--- config.mk ---
export PLATFORM = sky130hd
export DESIGN_NAME = dm_arbiter
export DESIGN_NICKNAME = d
export VERILOG_FILES = /design/src/rtl/dm_arbiter.sv
export SDC_FILE = /design/constraint.sdc
export NUM_CORES = 1
export LEC_CHECK = 0
export ABC_CLOCK_PERIOD_IN_PS = 2500
export CAP_MARGIN = 40
export CORE_MARGIN = 2
export CORE_UTILIZATION = 42
export CTS_CLUSTER_DIAMETER = 30
export DETAILED_ROUTE_END_ITERATION = 6
export GPL_TIMING_DRIVEN = 1
export PLACE_DENSITY = 0.82
export SYNTH_ARGS = -nofsm -noshare
export SYNTH_HDL_FRONTEND = slang
export SYNTH_SLANG_ARGS = --single-unit
--- constraint.sdc ---
create_clock -name clk -period 2.5 [get_ports clk]
set_input_delay 0.5 -clock clk [delete_from_list [all_inputs] [get_ports clk]]
set_output_delay 0.5 -clock clk [all_outputs]
set_load 0.005 [all_outputs]
--- src/rtl/dm_arbiter.sv ---
// ---------------------------------------------------------------------------
// dm_arbiter
//   Two-requester arbiter for a single-ported data memory. Requester 0 is the
//   CPU and requester 1 is the DMA engine. It arbitrates in IDLE, runs a
//   one-cycle ACCESS, and for reads waits RD_LAT cycles before returning the
//   data. Simultaneous requests are resolved round-robin. After reset,
//   requester 0 wins the first tie.
//
// Parameters
//   AW      word-address width (byte address bits [AW+1:2])
//   DW      data width
//   RD_LAT  memory read latency in cycles, 1..3
//
// Ports
//   clk, rst_n        clock, asynchronous active-low reset
//   req0/req1         access requests (held until the matching gnt)
//   we0/we1           1 = write, 0 = read
//   addr0/addr1       word addresses
//   wdata0/wdata1     write data
//   gnt0/gnt1         one-cycle grant pulse, coincident with the memory strobe
//   rvalid0/rvalid1   one-cycle read-data-valid pulse
//   rdata0/rdata1     per-requester read data, held until that requester's
//                     next read completes
//   busy              high whenever the arbiter is not IDLE
//   dm_we/dm_read     memory write / read strobes
//   dm_addr, dm_in_d  memory address and write data, held between accesses
//   dm_out_d          memory read data
// ---------------------------------------------------------------------------
module dm_arbiter #(
  parameter int AW     = 10,
  parameter int DW     = 32,
  parameter int RD_LAT = 1
) (
  input  logic          clk,
  input  logic          rst_n,
  input  logic          req0,
  input  logic          req1,
  input  logic          we0,
  input  logic          we1,
  input  logic [AW-1:0] addr0,
  input  logic [AW-1:0] addr1,
  input  logic [DW-1:0] wdata0,
  input  logic [DW-1:0] wdata1,
  output logic          gnt0,
  output logic          gnt1,
  output logic          rvalid0,
  output logic          rvalid1,
  output logic [DW-1:0] rdata0,
  output logic [DW-1:0] rdata1,
  output logic          busy,
  output logic          dm_we,
  output logic          dm_read,
  output logic [AW-1:0] dm_addr,
  output logic [DW-1:0] dm_in_d,
  input  logic [DW-1:0] dm_out_d
);

  typedef enum logic [1:0] {
    IDLE,
    ACCESS,
    WAIT
  } state_t;

  // Value of the wait counter on the last WAIT cycle.
  localparam logic [1:0] WAIT_LAST = 2'(RD_LAT - 1);

  state_t      state;
  state_t      state_nx;

  logic        win;        // requester owning the current access
  logic        last;       // most recently granted requester
  logic        lat_we;     // latched direction of the current access
  logic [1:0]  wait_cnt;   // WAIT cycles already spent
  logic        pick;       // arbitration result for this IDLE edge
  logic        any_req;
  logic        pick_we;
  logic        wait_done;

  assign any_req   = req0 | req1;
  // On a tie, the requester that was not granted most recently wins.
  assign pick      = (req0 & req1) ? ~last : req1;
  assign pick_we   = pick ? we1 : we0;
  assign wait_done = (wait_cnt == WAIT_LAST);

  // Next state and strobes. Grants and strobes are decoded from the state
  // register, so an asynchronous reset drops them without waiting for a clock.
  always_comb begin
    state_nx = state;
    gnt0     = 1'b0;
    gnt1     = 1'b0;
    dm_we    = 1'b0;
    dm_read  = 1'b0;
    busy     = (state != IDLE);
    case (state)
      IDLE: begin
        if (any_req) state_nx = ACCESS;
      end
      ACCESS: begin
        gnt0     = ~win;
        gnt1     = win;
        dm_we    = lat_we;
        dm_read  = ~lat_we;
        state_nx = lat_we ? IDLE : WAIT;
      end
      WAIT: begin
        if (wait_done) state_nx = IDLE;
      end
      default: state_nx = IDLE;
    endcase
  end

  always_ff @(posedge clk or negedge rst_n) begin
    if (!rst_n) begin
      state    <= IDLE;
      win      <= 1'b0;
      last     <= 1'b1;
      lat_we   <= 1'b0;
      wait_cnt <= '0;
      dm_addr  <= '0;
      dm_in_d  <= '0;
      rvalid0  <= 1'b0;
      rvalid1  <= 1'b0;
      rdata0   <= '0;
      rdata1   <= '0;
    end else begin
      state   <= state_nx;
      rvalid0 <= 1'b0;
      rvalid1 <= 1'b0;

      // Requests are sampled only in IDLE; the address and write data go
      // straight into the memory-facing registers, which then hold until the
      // next grant.
      if (state == IDLE && any_req) begin
        win     <= pick;
        last    <= pick;
        lat_we  <= pick_we;
        dm_addr <= pick ? addr1 : addr0;
        if (pick_we) dm_in_d <= pick ? wdata1 : wdata0;
      end

      if (state == ACCESS) begin
        wait_cnt <= '0;
      end else if (state == WAIT) begin
        wait_cnt <= wait_cnt + 2'd1;
      end

      // Capture on the edge that ends the final WAIT cycle; rvalid follows
      // in the IDLE cycle after it.
      if (state == WAIT && wait_done) begin
        if (win) begin
          rdata1  <= dm_out_d;
          rvalid1 <= 1'b1;
        end else begin
          rdata0  <= dm_out_d;
          rvalid0 <= 1'b1;
        end
      end
    end
  end

endmodule
# Word-level counts from Yosys, hierarchy flattened
# Cells that the tools add are included.
dict set report totals {
  in_bits 122
  regBits 115
  output_inout_bits 113
  wordCells 49
}
dict set report op_classes {
  n_mux 18
  add_sub_neg 1
  eq_ne 4
  n_reduce_logical 10
  bitwise_logic 5
}
# op count
set ops {}
lappend ops {{$mux W32} 1}
lappend ops {{$mux W1} 10}
lappend ops {{$mux W10} 1}
lappend ops {{$mux W2} 5}
lappend ops {{$reduce_and A2 Y1} 4}
lappend ops {{$pmux W2 S3} 1}
lappend ops {{$logic_not A2 Y1} 2}
lappend ops {{$ne A2 B2 Y1 const B} 2}
lappend ops {{$reduce_bool A2 Y1} 2}
lappend ops {{$not A1 Y1} 3}
lappend ops {{$add A2 B1 Y2 const B} 1}
lappend ops {{$eq A2 B1 Y1 const B} 1}
lappend ops {{$eq A2 B2 Y1 const B} 1}
lappend ops {{$logic_and A1 B1 Y1} 2}
lappend ops {{$and A1 B1 Y1} 1}
lappend ops {{$or A1 B1 Y1} 1}

# Longest topological paths before layout
# Gate-level depths: netlist (run 1).
dict set report logic_depth {
  ltp_word 4
  mapped_depth 6
  ltp_nobuf 5
}

# Worst setup path before layout (run 1)
# No wires, ideal clock.
dict set report synth_timing {
  path_type {flip-flop to flip-flop}
  startpoint {reg state[0]}
  endpoint {reg dm_in_d[2]}
  synth_period_minus_slack_ps 1827
  path_stages_with_launch 7
  setup_time_ps 128
  slack_ps 673
  n_path_buf 1
  arrival_ps 1699
  path_cell_list {dfrtp_1 inv_1 ha_1 inv_1 o32ai_4 buf_6 mux2_1}
}
dict set report synth_between {
  elab_chain_cells 3
}
# item line
set synth_rtl {}
lappend synth_rtl {{start: declaration} 67} ;# state_t state;
lappend synth_rtl {{start signal: assignment} 126} ;# state <= state_nx;
lappend synth_rtl {{$logic_not A2 Y1} 133} ;# if (state == IDLE && any_req) begin
lappend synth_rtl {{$logic_and A1 B1 Y1} 133}
lappend synth_rtl {{$reduce_and A2 Y1 (no source line)} --}
lappend synth_rtl {{end signal: assignment} 138} ;# if (pick_we) dm_in_d <= pick ? wdata1 : wdata0;
lappend synth_rtl {{end: declaration} 54} ;# output logic [DW-1:0] dm_in_d,
# No other way between the ends.
# A chain may end at the register's enable or synchronous reset.

# Worst setup path after layout (run 1)
dict set report layout_timing {
  startpoint {reg state[1]}
  endpoint {out dm_read}
}
dict set report layout_between {
  elab_chain_cells 2
}
# item line
set layout_rtl {}
lappend layout_rtl {{$eq A2 B1 Y1} 94} ;# case (state)
lappend layout_rtl {{$mux W1} 94}
lappend layout_rtl {{end: declaration} 52} ;# output logic dm_read,
# No other way between the ends.

==> results of run 1 <==
-- cell families (layout without fill, tap and decap cells) --
| family | Yosys count | count (layout) | synth area share, % |
|---|---|---|---|
| AND/OR/NAND/NOR | 23 | 23 | 2.09 |
| buffers and inverters | 25 | 284 | 3.55 |
| multiplexers | 140 | 140 | 34.5 |
| flip-flops | 115 | 115 | 56.0 |
| AO/OA/AOI/OAI | 20 | 20 | 2.68 |
| adder cells (fa/ha/maj) | 5 | 5 | 1.22 |
-- synth_stat cells, drive strengths merged (2+ instances only) --
| cell type | instances |
|---|---|
| and2 | 2 |
| buf | 13 |
| clkbuf | 3 |
| dfrtp | 114 |
| ha | 5 |
| inv | 9 |
| mux2 | 129 |
| mux2i | 11 |
| nand2 | 14 |
| nand3b | 2 |
| nor2b | 3 |
| o21ai | 14 |
-- worst paths after layout --
check / from / endpoint / slack (ps)
worst max-delay path: state[1] / dm_read / 140
worst min-delay path: rst_n / win / 10
worst min register to register: dm_addr[4] / dm_addr[4] / 480
min in group clk: dm_addr[4] / dm_addr[4] / 480
max in group asynchronous: rst_n / rdata1[4] / 1820
worst max register to register: state[0] / dm_in_d[31] / 470
-- power by group --
part / leakage [uW] / total, uW / internal [uW] / switching, uW
Combinational: 0.00197 / 4190 / 2870 / 1320
Sequential: 0.00136 / 3330 / 2820 / 517
Clock: 0.000301 / 2470 / 1600 / 868
-- routing by layer --
layer / GRT usage, % / vias to the layer above / part of all wire [%]
li1: - / 1655 / -
met1: 22.0 / 1763 / 38
met2: 34.8 / 178 / 51
met3: 6.99 / 29 / 8.5
met4: 9.43 / 0 / 3.1
met5: 0 / - / 0
-- worst max-delay path: cells and delay by family (launching register included) --
family	cells	cell delay, ps
buffers and inverters	2	650
DFF	1	390
adders and majority gates	1	250
and+or+nand+nor	1	180
-- final cells by class --
cell class              instances  share of cell area [%]
clock buffers                  18                    5.33
clock inverters                14                    2.16
well taps                     147                    2.23
inverters                       9                   0.410
multi-input cells             188                    25.3
flip-flops and latches        115                    34.9
repair buffers                243                    29.7
-- metrics by stage --
step                std cells  setup slack, ps  utilization [%]  area [um^2]  hold WS (ps)
floorplan                 328              673                -         5140           204
detailed placement        702              109             63.7         7620           440
CTS                       734              104             68.9         8240          3.91
global route              734             9.23             68.9         8240          13.6
finish                    734              143             68.9         8240          12.8
global placement          702              141             63.7         7620           439
-- state kept, by name, indices dropped and copies added (netlist names) --
signal	cells
last	1
state	2
dm_in_d	32
rvalid1	1
rdata0	32
rvalid0	1
lat_we	1
win	1
rdata1	32
dm_addr	10
wait_cnt	2
==> key figures, run 1 <==
Outcome
  – Status: finished, final reports clean

Worst setup path
  – Crit-path max cell delay: 540 ps
  – Critical path's slowest cell: clkdlybuf4s50_1
  – Worst Reg-to-Reg Cells: 6
  – Crit path kind: register to output pin
  – Worst-path maximum fanout: 6
  – CP Cell Sequence: inv_1, ha_1, nor2b_1, clkdlybuf4s50_1
  – CP arrival: 1860 ps
  – CP required: roughly 2000 ps
  – Setup crit start kind: register
  – CP Capture Type: output pin

GRT
  – Largest net degree at the start of global routing: 41
  – Global Route Usage Sum: 20.1%
  – Vias in the first global route: 3959
  – Initial antenna violation count: 0
  – Global-route wire length before repair: 20.2 mm
  – Overflow after GRT: 0

STA
  – Period Utilization, post-route: 94.3%
  – RSZ-0062 raised after global routing: no
  – Worst relative slew slack: 70.0%
  – Final Hold Fails: 0
  – Pins Over Slew Limit: 0
  – Final setup TNS: 0 ps
  – Worst-Margin Slew: 450 ps
  – Peak Freq: 424 MHz
  – Setup violations, final: 0
  – Final Skew: 10.8 ps
  – Min Tclk post-route: 2360 ps

Clock network
  – Post-cts resize count: 0
  – Clk buf depth: 2
  – CTS tree: yes
  – Post-CTS setup buffers: 0
  – Clk pin slew, worst setup/hold paths: 60 ps
  – Max H-tree Level: 4
  – Root Driver: clkbuf_16
  – Total CTS buffers: 17
  – CTS Sinks: 115
  – # hold bufs at CTS: 0
  – Worst skew pair latency: around 400 ps

Cells and area
  – Most common cell after layout, fill and taps aside: clkdlybuf4s50_1
  – Multi-input logic area: 2080 um^2
  – Fillcell total: 852
  – Most frequent cells in the layout: clkdlybuf4s50_1 (233), dfrtp_1 (114), mux2_2 (72), mux2_4 (56), clkbuf_16 (17)
  – Syn-to-layout area delta: 60.2%
  – Ant diodes: 0
  – Register area: 2880 um^2
  – Layout cell share with drive strength beyond 1: 29.6%
  – Nets: about 700

Pwr
  – Peak VDD IR: 0.000446 V
  – Total Power: 10000 uW
  – Total leakage power: ~0.0036 uW
  – Power per cell area: ~1200 nW/um^2

Floorplanning
  – Core area: about 12000 um^2
  – Cell Rows: 40
  – Die span in y: 115 um
  – Die footprint: 13100 um^2
  – Io pins: ~240
  – Initial Utilization: 43.0%
  – Die X: 115 um

Synth
  – Post-synth EDFFs: 0
  – Post-synthesis net count: approximately 460
  – Yosys top cell by area: dfrtp_1
  – Synth Register Bits: 115
  – Top cell type's share of synthesized area: 55.5%
  – Ys Warns: 0
  – Post-synthesis sequential area ratio: 56.0%
  – Dominant synthesized flop cell: dfrtp_1
  – Post-Syn Instances: between 300 and 400
  – Avg Cell Area, Syn: 15.7 um^2
  – Synth async-reset ratio: 100%
  – Library cells used by synthesis: 26
  – Synth area leaders: dfrtp_1 (55%), mux2_4 (16%), mux2_2 (16%), mux2i_1 (2.1%), o21ai_0 (1.4%)
  – Syn Std Cell Area: 5140 um^2

Place
  – Port Buffers: 234
  – Dpl hpwl: 9.55 mm
  – RePlAce Congestion: about 0.78

Run
  – Maxcap violations: 0

Routing
  – Starting DRT DRC Count: 138
  – TritonRoute pass-1 iters: 4
  – Routed vias: 3625
  – WL/cell: ~17 um
  – Wirelength, routed: 12.7 mm
  – Remaining DRCs: 0
  – DR vias/cell: about 4.9
  – Post-route ant nets: 0

Hold path
  – Worst hold path class: input port to async pin
Note: power is estimated with default switching activity, not from simulation.
==> inputs of run 2 (changes only) <==
ABC_CLOCK_PERIOD_IN_PS = 3000   (was 2500)
CORE_UTILIZATION = 45   (was 42)
PLACE_DENSITY = 0.87   (was 0.82)
TNS_END_PERCENT = 50   (was default)
clock period = 3 ns   (was 2.5 ns; I/O delays follow)
==> run 2 against run 1 <==
  * First-iteration DRC count down 2.2%
  * Combinational power down 16%
  * Routed wire length down 1.2%
  * Largest cell class unchanged
==> key figures, run 2 (same netlist as run 1, synthesis figures left out) <==
Outcome
  – Status: finished, final reports clean

Pwr
  – Clock power share: 24.8% (about the same)
  – Psw: 2220 uW (-18%)
  – Internal Power: 6160 uW (-16%)
  – Peak VDD IR: 0.000468 V (+4.9%)
  – Power per cell area: 1010 nW/um^2 (-16%)
  – Total leakage power: 0.00364 uW (+0.26%)
  – Comb power frac: 41.8% (-0.2 points)
  – Switch share: 26.5% (-0.59 points)
  – Part of the power in registers: 33.4% (about the same)

Cells and area
  – Nets: 700 (-0.14%)
  – Fillcell total: 744 (-13%)
  – Most common cell after layout, fill and taps aside: clkdlybuf4s50_1
  – Layout cell share with drive strength beyond 1: 29.5% (-0.12 points)
  – Ant diodes: 0 (unchanged)
  – Design Area, Final: 8260 um^2 (+0.23%)
  – Most frequent cells in the layout: clkdlybuf4s50_1 (233), dfrtp_1 (114), mux2_2 (72), mux2_4 (56), clkbuf_16 (17)
  – Top flop regs: dm_in_d: 32 flops, rdata0: 32 flops, rdata1: 32 flops
  – Syn-to-layout area delta: 60.6%

Hold path
  – Worst hold path class: input port to async pin

Clock network
  – Worst skew pair latency: 400 ps (about the same)
  – Root Driver: clkbuf_16
  – CTS tree: yes
  – Clk buf depth: 2 (unchanged)
  – Max H-tree Level: 4 (unchanged)
  – Post-CTS setup buffers: 0 (unchanged)
  – # hold bufs at CTS: 0 (unchanged)
  – Post-cts resize count: 0 (unchanged)
  – Total CTS buffers: 17 (unchanged)
  – Clk pin slew, worst setup/hold paths: 50 ps (about the same)
  – CTS Sinks: 115 (unchanged)

STA
  – Setup violations, final: 0 (unchanged)
  – Period Utilization, post-route: 83.7%
  – Worst-Margin Slew: 545 ps (+95.5 ps)
  – Final Hold Fails: 0 (unchanged)
  – Worst relative slew slack: 63.6% (-6.4 points)
  – Final setup TNS: 0 ps (unchanged)
  – Hold slack: 178 ps (+165 ps)
  – Pins Over Slew Limit: 0 (unchanged)
  – Peak Freq: between 300 and 400 MHz
  – Final Skew: 7.61 ps (-3.17 ps)
  – RSZ-0062 raised after global routing: no
  – Min Tclk post-route: 2510 ps

Floorplanning
  – Die X: 111 um (-3.3%)
  – Core area: 11300 um^2 (-5.8%)
  – Die footprint: 12300 um^2 (-6.4%)
  – Cell Rows: 39 (-2.5%)
  – Die span in y: 111 um (-3.3%)
  – Io pins: 235 (unchanged)
  – Initial Utilization: 45.6% (+2.6 points)

Place
  – Port Buffers: 234 (unchanged)
  – Dpl hpwl: 9.26 mm (-3.0%)
  – RePlAce Congestion: 0.757 (-2.6%)
  – Area of placed instances: 7630 um^2 (+0.16%)

Routing
  – WL/cell: 17.3 um (-0.57%)
  – Post-route ant nets: 0 (unchanged)
  – Wirelength, routed: 12.6 mm (-1.2%)
  – DR vias/cell: 4.87 (-1.4%)
  – Remaining DRCs: 0 (unchanged)
  – Starting DRT DRC Count: 135 (-2.2%)
  – TritonRoute pass-1 iters: 4 (unchanged)
  – Routed vias: 3550 (-2.1%)

Worst setup path
  – CP required: 2400 ps (+400 ps)
  – Crit path kind: register to output pin
  – R2R Setup Slk: 940 ps (+470 ps)
  – CP Capture Type: output pin
  – Setup crit start kind: register
  – CP arrival: 1910 ps (+50 ps)
  – Worst-path maximum fanout: 6 (unchanged)

GRT
  – Global Route Usage Sum: 21.4% (+1.3 points)
  – Initial antenna violation count: 0 (unchanged)
  – Overflow after GRT: 0 (unchanged)
  – Vias in the first global route: 4039 (+2.0%)
  – Global-route wire length before repair: 20.5 mm (+1.8%)
  – Largest net degree at the start of global routing: 58 (+41%)

Run
  – Maxcap violations: 0 (unchanged)
==> run 2: cell count changes in the layout (fill, tap and decap cells not counted), sizes merged <==
| cell | delta |
|---|---|
| inv | -2 |
| clkinvlp | +1 |
| clkbuf | +5 |
| buf | -1 |
| clkinv | -4 |
==> run 2: worst paths after layout <==
kind,startpoint,endpoint,depth (start not counted)
worst max register to register,state[0],dm_in_d[31],6
max in group asynchronous,rst_n,last,2
worst max-delay path,state[1],dm_read,4
worst min register to register,dm_addr[9],dm_addr[9],2
min in group clk,dm_addr[9],dm_addr[9],2
worst min-delay path,rst_n,dm_in_d[30],1
==> run 2: layer usage <==
| layer | global-route usage [%] | share of wire [%] |
|---|---|---|
| met1 | 23.7 | 38 |
| met2 | 37.0 | 52 |
| met3 | 8.04 | 8.0 |
| met4 | 8.75 | 2.1 |
| met5 | 0 | 0 |
==> run 2: layout make-up <==
type	count	area, um^2	area share, %
inverters	9	33.8	0.409
well taps	143	179	2.17
clock inverters	9	125	1.52
multi-input cells	188	2090	25.3
flip-flops and latches	115	2880	34.9
clock buffers	23	498	6.03
repair buffers	242	2460	29.8
==> run 2: through the flow <==
stage          std cells  utilization, %  setup slack, ps  power, uW
4_1_cts              729            73.3              456       8480
5_1_grt              729            73.3              316       8830
3_5_place_dp         697            67.7              564       6330
3_3_place_gp         696            67.5              611       6170
6_report             729            73.3              489       8380
2_1_floorplan        328               -             1170       4240
==> run 2: worst max-delay path, cell delays in order (launching register included) <==
cell             delay [ps]
dfrtp_1                 390
inv_1                   100
ha_1                    250
nor2b_1                 220
clkdlybuf4s50_1         560
==> run 2: power groups by stage <==
| stage | Sequential (uW) | Combinational, uW | Clock [uW] |
|---|---|---|---|
| finish | 2790 | 3500 | 2080 |
| global route | 2900 | 3740 | 2190 |
| CTS | 2800 | 3560 | 2120 |
| detailed placement | 2800 | 3530 | 0 |
| global placement | 2770 | 3400 | 0 |
| floorplan | 2800 | 1440 | 0 |
==> inputs of run 3 (changes only) <==
ABC_CLOCK_PERIOD_IN_PS = 2350   (was 3000)
CORE_UTILIZATION = 42   (was 45)
PLACE_DENSITY = 0.82   (was 0.87)
clock period = 2.35 ns   (was 3 ns; I/O delays follow)
==> run 3 against run 2 <==
  * First-iteration DRC count fell by 11%
  * Sequential power increased by 28%
  * Count of clock-buffer cells in the layout is 5 lower
  * Routed wire length grew 1.3%
  * Worst setup slack got worse by 380 ps
  * Via count grew 1.5%
  * Combinational power grew 28%
  * Clock power up 26%
  * Die area up 6.9%
  * Utilization down 4.0 points
  * Cell count grew 1.2%
==> key figures, run 3 (same netlist as run 1, synthesis figures left out) <==
GRT
  – Overflow after GRT: 0 (unchanged)
  – Global Route Usage Sum: 19.7% (-1.6 points)
  – Global-route wire length before repair: 19.6 mm (-4.3%)
  – Initial antenna violation count: 0 (unchanged)
  – Vias in the first global route: 3905 (-3.3%)
  – Largest net degree at the start of global routing: 41 (-29%)

Cells and area
  – Final std cells w/o fill: 738 (+1.2%)
  – Top flop regs: dm_in_d: 32 flops, rdata0: 32 flops, rdata1: 32 flops
  – Ant diodes: 0 (unchanged)
  – Syn-to-layout area delta: 61.1%
  – Nets: 705 (+0.71%)
  – Fillcell total: 804 (+8.1%)
  – Most frequent cells in the layout: clkdlybuf4s50_1 (233), dfrtp_1 (114), mux2_2 (72), mux2_4 (56), clkbuf_16 (17)
  – Layout cell share with drive strength beyond 1: 30.5% (+0.93 points)
  – Most common cell after layout, fill and taps aside: clkdlybuf4s50_1

STA
  – Setup ws final: 106 ps (-383 ps)
  – Period Utilization, post-route: 95.5%
  – Worst relative slew slack: 69.8% (+6.2 points)
  – Final setup TNS: 0 ps (unchanged)
  – Min Tclk post-route: 2240 ps
  – Peak Freq: around 450 MHz
  – Final Hold Fails: 0 (unchanged)
  – Worst-Margin Slew: 453 ps (-92.7 ps)
  – RSZ-0062 raised after global routing: no
  – Pins Over Slew Limit: 0 (unchanged)
  – Setup violations, final: 0 (unchanged)
  – Final Skew: 9.33 ps (+1.73 ps)

Worst setup path
  – Crit path kind: register to output pin
  – CP required: 1880 ps (-520 ps)
  – CP Capture Type: output pin
  – Setup crit start kind: register
  – Worst-path maximum fanout: 6 (unchanged)
  – CP arrival: 1770 ps (-140 ps)

Place
  – Place WS: 94.5 ps (-470 ps)
  – Cells after DPL: 706 (+1.3%)
  – Port Buffers: 234 (unchanged)
  – Dpl hpwl: 9.38 mm (+1.3%)
  – RePlAce Congestion: 0.810 (+6.9%)

Pwr
  – Peak VDD IR: 0.000476 V (+1.7%)
  – Power per cell area: 1290 nW/um^2 (+27%)
  – Total leakage power: 0.00365 uW (+0.20%)

Floorplanning
  – Die X: 115 um (+3.4%)
  – Io pins: 235 (unchanged)
  – Die footprint: 13100 um^2 (+6.9%)
  – Die span in y: 115 um (+3.4%)
  – Initial Utilization: 43.0% (-2.6 points)
  – Core area: 12000 um^2 (+6.1%)
  – Cell Rows: 40 (+2.6%)

Routing
  – DR vias/cell: 4.88 (+0.26%)
  – WL/cell: 17.3 um (about the same)
  – Wirelength, routed: 12.7 mm (+1.3%)
  – Routed vias: 3603 (+1.5%)
  – Remaining DRCs: 0 (unchanged)
  – Post-route ant nets: 0 (unchanged)
  – TritonRoute pass-1 iters: 4 (unchanged)
  – Starting DRT DRC Count: 120 (-11%)

Clock network
  – Clk pin slew, worst setup/hold paths: 60 ps (about the same)
  – Post-CTS setup buffers: 0 (unchanged)
  – CTS Sinks: 115 (unchanged)
  – CTS tree: yes
  – Worst skew pair latency: 400 ps (about the same)
  – Total CTS buffers: 17 (unchanged)
  – Clk buf depth: 2 (unchanged)
  – Root Driver: clkbuf_16
  – Max H-tree Level: 4 (unchanged)

Run
  – Maxcap violations: 0 (unchanged)

Outcome
  – Status: finished, final reports clean

Hold path
  – Worst hold path class: input port to async pin
## run 3: area by class of cell
class / count / area [um^2] / share of cell area (%)
inverters: 9 / 33.8 / 0.408
well taps: 147 / 184 / 2.22
flip-flops and latches: 115 / 2880 / 34.8
repair buffers: 247 / 2470 / 29.9
clock inverters: 14 / 176 / 2.13
multi-input cells: 188 / 2100 / 25.3
clock buffers: 18 / 439 / 5.30
## run 3: through the flow
step / instance area, um^2 / power (uW) / util (%) / hold WS, ps
2_1_floorplan: 5140 / 5410 / - / 174
3_3_place_gp: 7650 / 7890 / 64.0 / 431
3_5_place_dp: 7650 / 8070 / 64.0 / 437
4_1_cts: 8270 / 10800 / 69.1 / 0.555
5_1_grt: 8280 / 11300 / 69.2 / 29.3
6_report: 8280 / 10700 / 69.2 / 5.76
## run 3: worst max-delay path: stages, from the launching register on
cell and delay [ps]:
dfrtp_1 390, inv_1 140, ha_4 170, nor2b_1 150, clkdlybuf4s50_1 530
## run 3: path summary, 6_finish.rpt
| kind | startpoint | end | slack [ps] | cells after the start |
|---|---|---|---|---|
| worst max register to register | state[0] | dm_in_d[1] | 310 | 6 |
| worst max-delay path | state[1] | gnt0 | 110 | 4 |
| max in group asynchronous | rst_n | rdata1[18] | 1650 | 2 |
| worst min-delay path | rst_n | rdata0[30] | 6 | 1 |
| min in group clk | dm_addr[0] | dm_addr[0] | 480 | 2 |
| worst min register to register | dm_addr[0] | dm_addr[0] | 480 | 2 |
## run 3: per-layer routing
metal	global-route usage [%]	routed length, um
met1	20.9	4930
met2	35.4	6510
met3	6.62	1020
met4	8.78	276
met5	0	0
## run 3: what timing repair did
action / 4_1_cts / 5_1_grt
pin swaps: 0 / 0
gates resized for setup: 1 / 2
setup endpoints to repair: 2 / 2
hold buffers: 0 / 0
## run 3: power breakdown
| part | switching [uW] | leakage [uW] | internal, uW |
|---|---|---|---|
| Combinational | 1400 | 0.00199 | 3080 |
| Sequential | 573 | 0.00136 | 3000 |
| Clock | 919 | 0.000297 | 1710 |
